$ cat src/rtl/signal_debouncer.sv
// rtl/signal_debouncer.sv - synchronizer plus counter-qualified debounce FSM with glitch statistics
module signal_debouncer #(
  parameter int SYNC_STAGES     = 2,
  parameter int DEBOUNCE_CYCLES = 16,
  parameter int CNT_WIDTH       = 16
) (
  input  logic       clk_i,
  input  logic       rst_i,
  input  logic       enable_i,
  input  logic       signal_in_i,
  output logic       signal_out_o,
  output logic       busy_o,
  output logic [7:0] glitch_count_o
);

  typedef enum logic {
    ST_IDLE  = 1'b0,
    ST_COUNT = 1'b1
  } state_e;

  localparam logic [CNT_WIDTH-1:0] CNT_TARGET = CNT_WIDTH'(DEBOUNCE_CYCLES);
  localparam logic [CNT_WIDTH-1:0] CNT_ONE    = CNT_WIDTH'(1);

  logic [SYNC_STAGES-1:0] sync_chain_q;
  logic                   sync_q;

  state_e                 state_q, state_d;
  logic [CNT_WIDTH-1:0]   cnt_q, cnt_d;
  logic                   out_q, out_d;
  logic [7:0]             glitch_q, glitch_d;
  logic                   busy_q, busy_d;

  logic                   differs;
  logic [CNT_WIDTH-1:0]   cnt_inc;
  logic                   hit;

  // Metastability chain: runs every cycle, independent of enable.
  always_ff @(posedge clk_i or posedge rst_i) begin
    if (rst_i) begin
      sync_chain_q <= '0;
    end else begin
      sync_chain_q <= {sync_chain_q[SYNC_STAGES-2:0], signal_in_i};
    end
  end

  assign sync_q  = sync_chain_q[SYNC_STAGES-1];
  assign differs = sync_q ^ out_q;
  // In IDLE the counter is 0, so cnt_inc == 1 and hit covers the single-cycle case.
  assign cnt_inc = cnt_q + CNT_ONE;
  assign hit     = (cnt_inc == CNT_TARGET);

  // FSM state register.
  always_ff @(posedge clk_i or posedge rst_i) begin
    if (rst_i) begin
      state_q <= ST_IDLE;
    end else begin
      state_q <= state_d;
    end
  end

  // Next-state: leave IDLE on a differing level unless it qualifies immediately.
  always_comb begin
    state_d = state_q;
    if (enable_i) begin
      case (state_q)
        ST_IDLE: begin
          if (differs && !hit) begin
            state_d = ST_COUNT;
          end
        end
        ST_COUNT: begin
          if (!differs || hit) begin
            state_d = ST_IDLE;
          end
        end
        default: state_d = ST_IDLE;
      endcase
    end
  end

  // Outputs/datapath: count qualification, toggle on target, tally aborts.
  always_comb begin
    cnt_d    = cnt_q;
    out_d    = out_q;
    glitch_d = glitch_q;
    if (enable_i) begin
      case (state_q)
        ST_IDLE: begin
          if (differs) begin
            if (hit) begin
              out_d = ~out_q;
              cnt_d = '0;
            end else begin
              cnt_d = cnt_inc;
            end
          end
        end
        ST_COUNT: begin
          if (!differs) begin
            cnt_d = '0;
            if (glitch_q != 8'hFF) begin
              glitch_d = glitch_q + 8'd1;
            end
          end else if (hit) begin
            out_d = ~out_q;
            cnt_d = '0;
          end else begin
            cnt_d = cnt_inc;
          end
        end
        default: cnt_d = '0;
      endcase
    end
    busy_d = (state_d == ST_COUNT);
  end

  // Datapath registers; signal_out and busy come straight from flops.
  always_ff @(posedge clk_i or posedge rst_i) begin
    if (rst_i) begin
      cnt_q    <= '0;
      out_q    <= 1'b0;
      glitch_q <= 8'd0;
      busy_q   <= 1'b0;
    end else begin
      cnt_q    <= cnt_d;
      out_q    <= out_d;
      glitch_q <= glitch_d;
      busy_q   <= busy_d;
    end
  end

  assign signal_out_o   = out_q;
  assign busy_o         = busy_q;
  assign glitch_count_o = glitch_q;

endmodule

$ cat config.mk
export PLATFORM = sky130hd
export DESIGN_NAME = signal_debouncer
export DESIGN_NICKNAME = d
export VERILOG_FILES = /design/src/rtl/signal_debouncer.sv
export SDC_FILE = /design/constraint.sdc
export NUM_CORES = 1
export LEC_CHECK = 0
export ABC_AREA = 1
export CORE_MARGIN = 10
export CORE_UTILIZATION = 57
export CTS_CLUSTER_DIAMETER = 50
export DETAILED_ROUTE_END_ITERATION = 10
export PLACE_DENSITY = 0.9
export SETUP_SLACK_MARGIN = 0.05
export SYNTH_ARGS = -nofsm -noshare
export SYNTH_HDL_FRONTEND = slang
export SYNTH_SLANG_ARGS = --single-unit
$ cat constraint.sdc
create_clock -name clk_i -period 1.75 [get_ports clk_i]
set_input_delay 0.35 -clock clk_i [delete_from_list [all_inputs] [get_ports clk_i]]
set_output_delay 0.35 -clock clk_i [all_outputs]
set_load 0.005 [all_outputs]
# Word-level counts from Yosys, hierarchy flattened
# Index checks and enable logic that the tools add are counted.
[word_totals]
reg_bits = 28
inputBits = 4
mem_bits_rw = 0
rom_bits = 0
latch_bits = 0
n_memories = 0
[classes]
shift = 0
reduce_logical = 7
multipliers = 0
n_lt_le_gt_ge = 0
eq_ne = 3
n_addsub = 2
mux = 9
n_bitwise = 4
n_div = 0
[op_table]
columns = ["cell", "count"]
rows = [
  ["2-to-1 mux 16 bit", 3],
  ["one-hot mux 16 bit (2 select lines)", 1],
  ["adder 16 x 1 -> 16 bit, second input constant", 1],
  ["== test 16 x 5 -> 1 bit, second input constant", 1],
  ["adder 8 x 1 -> 8 bit, second input constant", 1],
  ["!= test 8 bit, second input constant", 1],
  ["2-to-1 mux 1 bit", 4],
  ["AND reduction 4 bit", 1],
  ["inverter 1 bit", 3],
  ["AND reduction 3 bit", 1],
  ["zero test 1 bit", 2],
  ["!= test 2 bit, second input constant", 1],
  ["one-hot mux 1 bit (2 select lines)", 1],
  ["AND reduction 2 bit", 1],
  ["logical AND 1 bit", 1],
  ["logical OR 1 bit", 1],
  ["bitwise XOR 1 bit", 1],
]

# Logic depth before layout (Yosys ltp)
[logic_depth]
depth_word = 6
ltp_mapped = 13

# Worst setup path before layout
# No wires, ideal clock.
[synth_path]
path_type = "register to register"
startpoint = "register cnt_q[0]"
endpoint = "register busy_q, in the netlist busy_o"
t_required_ns = 1.627
arrival_time_ns = 1.440
path_stages_with_launch = 13
setup_slack_ns = 0.187
setup_ns = 0.123
n_path_buf = 0
path_cell_list = "dfrtp_1 > ha_1 > nand2_2 > nor2_2 > nand2_1 > nand2_1 > nand2_1 > nor2_2 > nand2_1 > nor2_1 > nand2_1 > nand2_1 > o21ai_1"
[synth_between]
elab_chain_len = 6
[synth_rtl]
columns = ["item", "line", "text"]
rows = [
  ["start, declared", "28", "logic [CNT_WIDTH-1:0] cnt_q, cnt_d;"],
  ["start signal, assigned", "125", "cnt_q <= cnt_d;"],
  ["adder 16 x 1 -> 16 bit *", "49", "assign cnt_inc = cnt_q + CNT_ONE;"],
  ["== test 16 x 5 -> 1 bit *", "50", "assign hit = (cnt_inc == CNT_TARGET);"],
  ["zero test 1 bit", "67", "if (differs && !hit) begin"],
  ["logical AND 1 bit", "67", ""],
  ["2-to-1 mux 1 bit", "67", ""],
  ["one-hot mux 1 bit (2 select lines) *", "65", "case (state_q)"],
  ["end signal, assigned", "128", "busy_q <= busy_d;"],
  ["end, declared", "31", "logic busy_q, busy_d;"],
]
# Mark *: on every way between the ends. The rest lies on a longest branch, timed or not.
# A chain may end at the register's enable or synchronous reset.

# Worst setup path in the final report
[layout_path]
startpoint = "register cnt_q[3]"
endpoint = "register cnt_q[0]"
[layout_between]
elab_chain_len = 5
[layout_rtl]
columns = ["item", "line", "text"]
rows = [
  ["adder 16 x 1 -> 16 bit *", "49", ""],
  ["== test 16 x 5 -> 1 bit *", "50", ""],
  ["2-to-1 mux 16 bit *", "90, 104", ""],
  ["2-to-1 mux 16 bit (on tied branches)", "99, 89", ""],
  ["one-hot mux 16 bit (2 select lines) *", "87", "case (state_q)"],
]
# Mark *: on every way between the ends. The rest lies on a longest branch, timed or not. The select of a mux whose other input is x is not followed.

==> run metrics <==
post-synth top area share=0.426; CTS sink count=28; crit path buf inv count=0; wire length per cell=around 15 um; top-count cell post-synth=nand2_1; Synth Cell Area=around 1600 um^2; initial antenna violation count=0; RSZ-0062 raised after global routing=true; Slew headroom=0.757; most frequent cells after synthesis=nand2_1, dfrtp_1, nor2_1; Reg power frac=0.521; placed cells=about 280; slowest stage delay, CP=0.46 ns; setup violators final=3; row count=19; crit path time final=1.79 ns; fin util=0.775; crit path DAT=just over 2 ns; Cell Count, Final, Fillers Out=290; Net Sw Frac=0.313; Final Cell Area=2140 um^2; clock power share=0.205; first-pass GRT wire length=about 6700 um; CP Class=reg2reg; power per cell area=743 nW/um^2; layout cells sized above 1=0.259; combinational share of power=0.274; P_sw=0.497 mW; status=finished with violations; setup TNS=-0.0865 ns; maxcap violations=0; Clock transition at path regs=0.16 ns; top_reg_cell synth=dfrtp_1; HPWL Detailed=2980 um; DRC=0; most used cell, CP=nand2_1; Synth Warn #=0; total power=1.59 mW; Diodes inserted=0; worst slew pin tran=roughly 0.37 ns; Port-buffer cells=13; vias per inst=5.73; worst skew pair latency=0.33 ns; synth unique cells=26; Via Count=1662; CP Launch Type=flip-flop; CP required=just under 2 ns; Slew Limit Fails=0; clock skew=0.0108 ns; total wire length=4490 um; ANT nets after route=0; Avg Cell Area, Syn=between 7 and 8 um^2; Root Driver=clkbuf_4; Hold-fix buffers, CTS=0; Yosys top cell by area=dfrtp_1; TritonCTS clock tree=yes; worst hold margin=0.386 ns; maximum clock rate=between 500 and 600 MHz; Die Y=73.7 um; asr flop ratio synth=1.00; Max Buffers Root-to-Sink=2; Crit-path slowest cell=dfrtp_1; Tcrit/Tclk final=1.02; largest net degree at the start of global routing=29; Syn Inst Count=218; Post-synth EDFFs=0; Min-Delay Path Class=in2async; core area=2760 um^2; main area contributors after synthesis=dfrtp_1, nand2_1, nand3_1, nor2_1, inv_1; Die Footprint=5440 um^2; Leakage=1.04 nW; H-Tree Depth=1; maximum VDD drop=1.00 mV; Die X=73.7 um; GR Overflow Total=0; Placed Area=1930 um^2; P_int=1.09 mW; Placer Congestion=~1; DR iter-0 viols=roughly 170; worst-path fanout max=5; Final nets=266; critical path cell sequence=nand2_2 -> nor2_4 -> nand2_2 -> nor2_4 -> xor2_2 -> nand2_1 -> nor2_1 -> nand2_1 -> nand3_1 -> nand2_1; failing checks=negative setup slack; GRT Total Usage=0.151; Pre-antenna DRT Iters=5; critical path capture point type=flip-flop; Top Family by Delay on Critical Path=simple AND/OR/NAND/NOR gates; sequential fraction of the synthesis area=0.426; I/O pin total=14; number of global-route vias before repair=about 1600; post-synth net total=224; Initial Util=0.597; Hold Fails Final Rpt=0; clock buffer count from CTS=3; pre-CTS setup slack=-0.0277 ns; setup ws final=-0.0437 ns; Layout area overhead=29.8%; flops & latches, synth=28
## worst paths after layout
path / startpoint / end / slack, ns / depth (start not counted)
worst min register to register: sync_chain_q[0] / sync_chain_q[1] / 0.39 / 0
min in group clk_i: sync_chain_q[0] / sync_chain_q[1] / 0.39 / 0
worst min-delay path: rst_i / busy_o / 0.39 / 3
worst max-delay path: cnt_q[3] / cnt_q[0] / -0.04 / 10
worst max register to register: cnt_q[3] / cnt_q[0] / -0.04 / 10
max in group asynchronous: rst_i / cnt_q[2] / 1.07 / 3
## layout make-up
class	count	area [um^2]
fillers	179	622
inverters	26	100
repair buffers	38	332
flip-flops and latches	28	702
well taps	31	38.8
multi-input cells	163	927
clock buffers	4	36.3
## state kept, by name, summed over array words and instances (netlist names)
register / flops
cnt_q: 16
glitch_count_o: 8
sync_chain_q: 2
busy_o: 1
signal_out_o: 1
## metal layers
layer  part of all wire  wire length (um)  GRT usage
met5                  0                 0          0
met4             0.0091                41     0.0331
met3              0.075               336     0.0296
met2               0.49              2210      0.263
met1               0.42              1900      0.185
## repair_timing
item / CTS / global route
gates resized for setup: 3 / 29
setup buffers: 3 / 6
setup endpoints to repair: 4 / 16
pin swaps: 2 / 21
## power groups by stage
stage / combinational, mW / clock, mW / sequential (mW)
after floorplan: 0.177 / 0 / 0.820
after global placement: 0.370 / 0 / 0.818
after detailed placement: 0.374 / 0 / 0.822
after CTS: 0.381 / 0.323 / 0.810
after global routing: 0.480 / 0.349 / 0.838
final: 0.434 / 0.326 / 0.827
## worst register-to-register path: stages (launching register included)
cell and delay, ns:
dfrtp_1 0.46, nand2_2 0.12, nor2_4 0.22, nand2_2 0.12, nor2_4 0.11, xor2_2 0.21
nand2_1 0.08, nor2_1 0.11, nand2_1 0.12, nand3_1 0.10, nand2_1 0.05
## layout by cell type (no fill, tap or decap), types with 4 or more instances in the layout
cell	instances
nand2_1	55
dfrtp_1	27
buf_4	22
inv_1	21
nor2_1	18
nand3_1	17
clkdlybuf4s50_1	12
nand2_2	9
o21ai_1	8
nand4_1	7
nor2_2	7
nor2_4	6
xor2_1	5
inv_2	4
nand3_2	4
o211ai_1	4
## cells by family (layout without fill, tap and decap cells)
kind of cell    after synthesis  in the layout  share of synthesized area
simple gates                129            129                      0.354
buf+inv                      27             68                     0.0624
mux                           1              1                    0.00684
xor+xnor                      9              9                     0.0525
flops                        28             28                      0.426
compound gates               22             22                     0.0829
fa+ha+maj                     2              2                     0.0152
(Power assumes the default switching activity.)
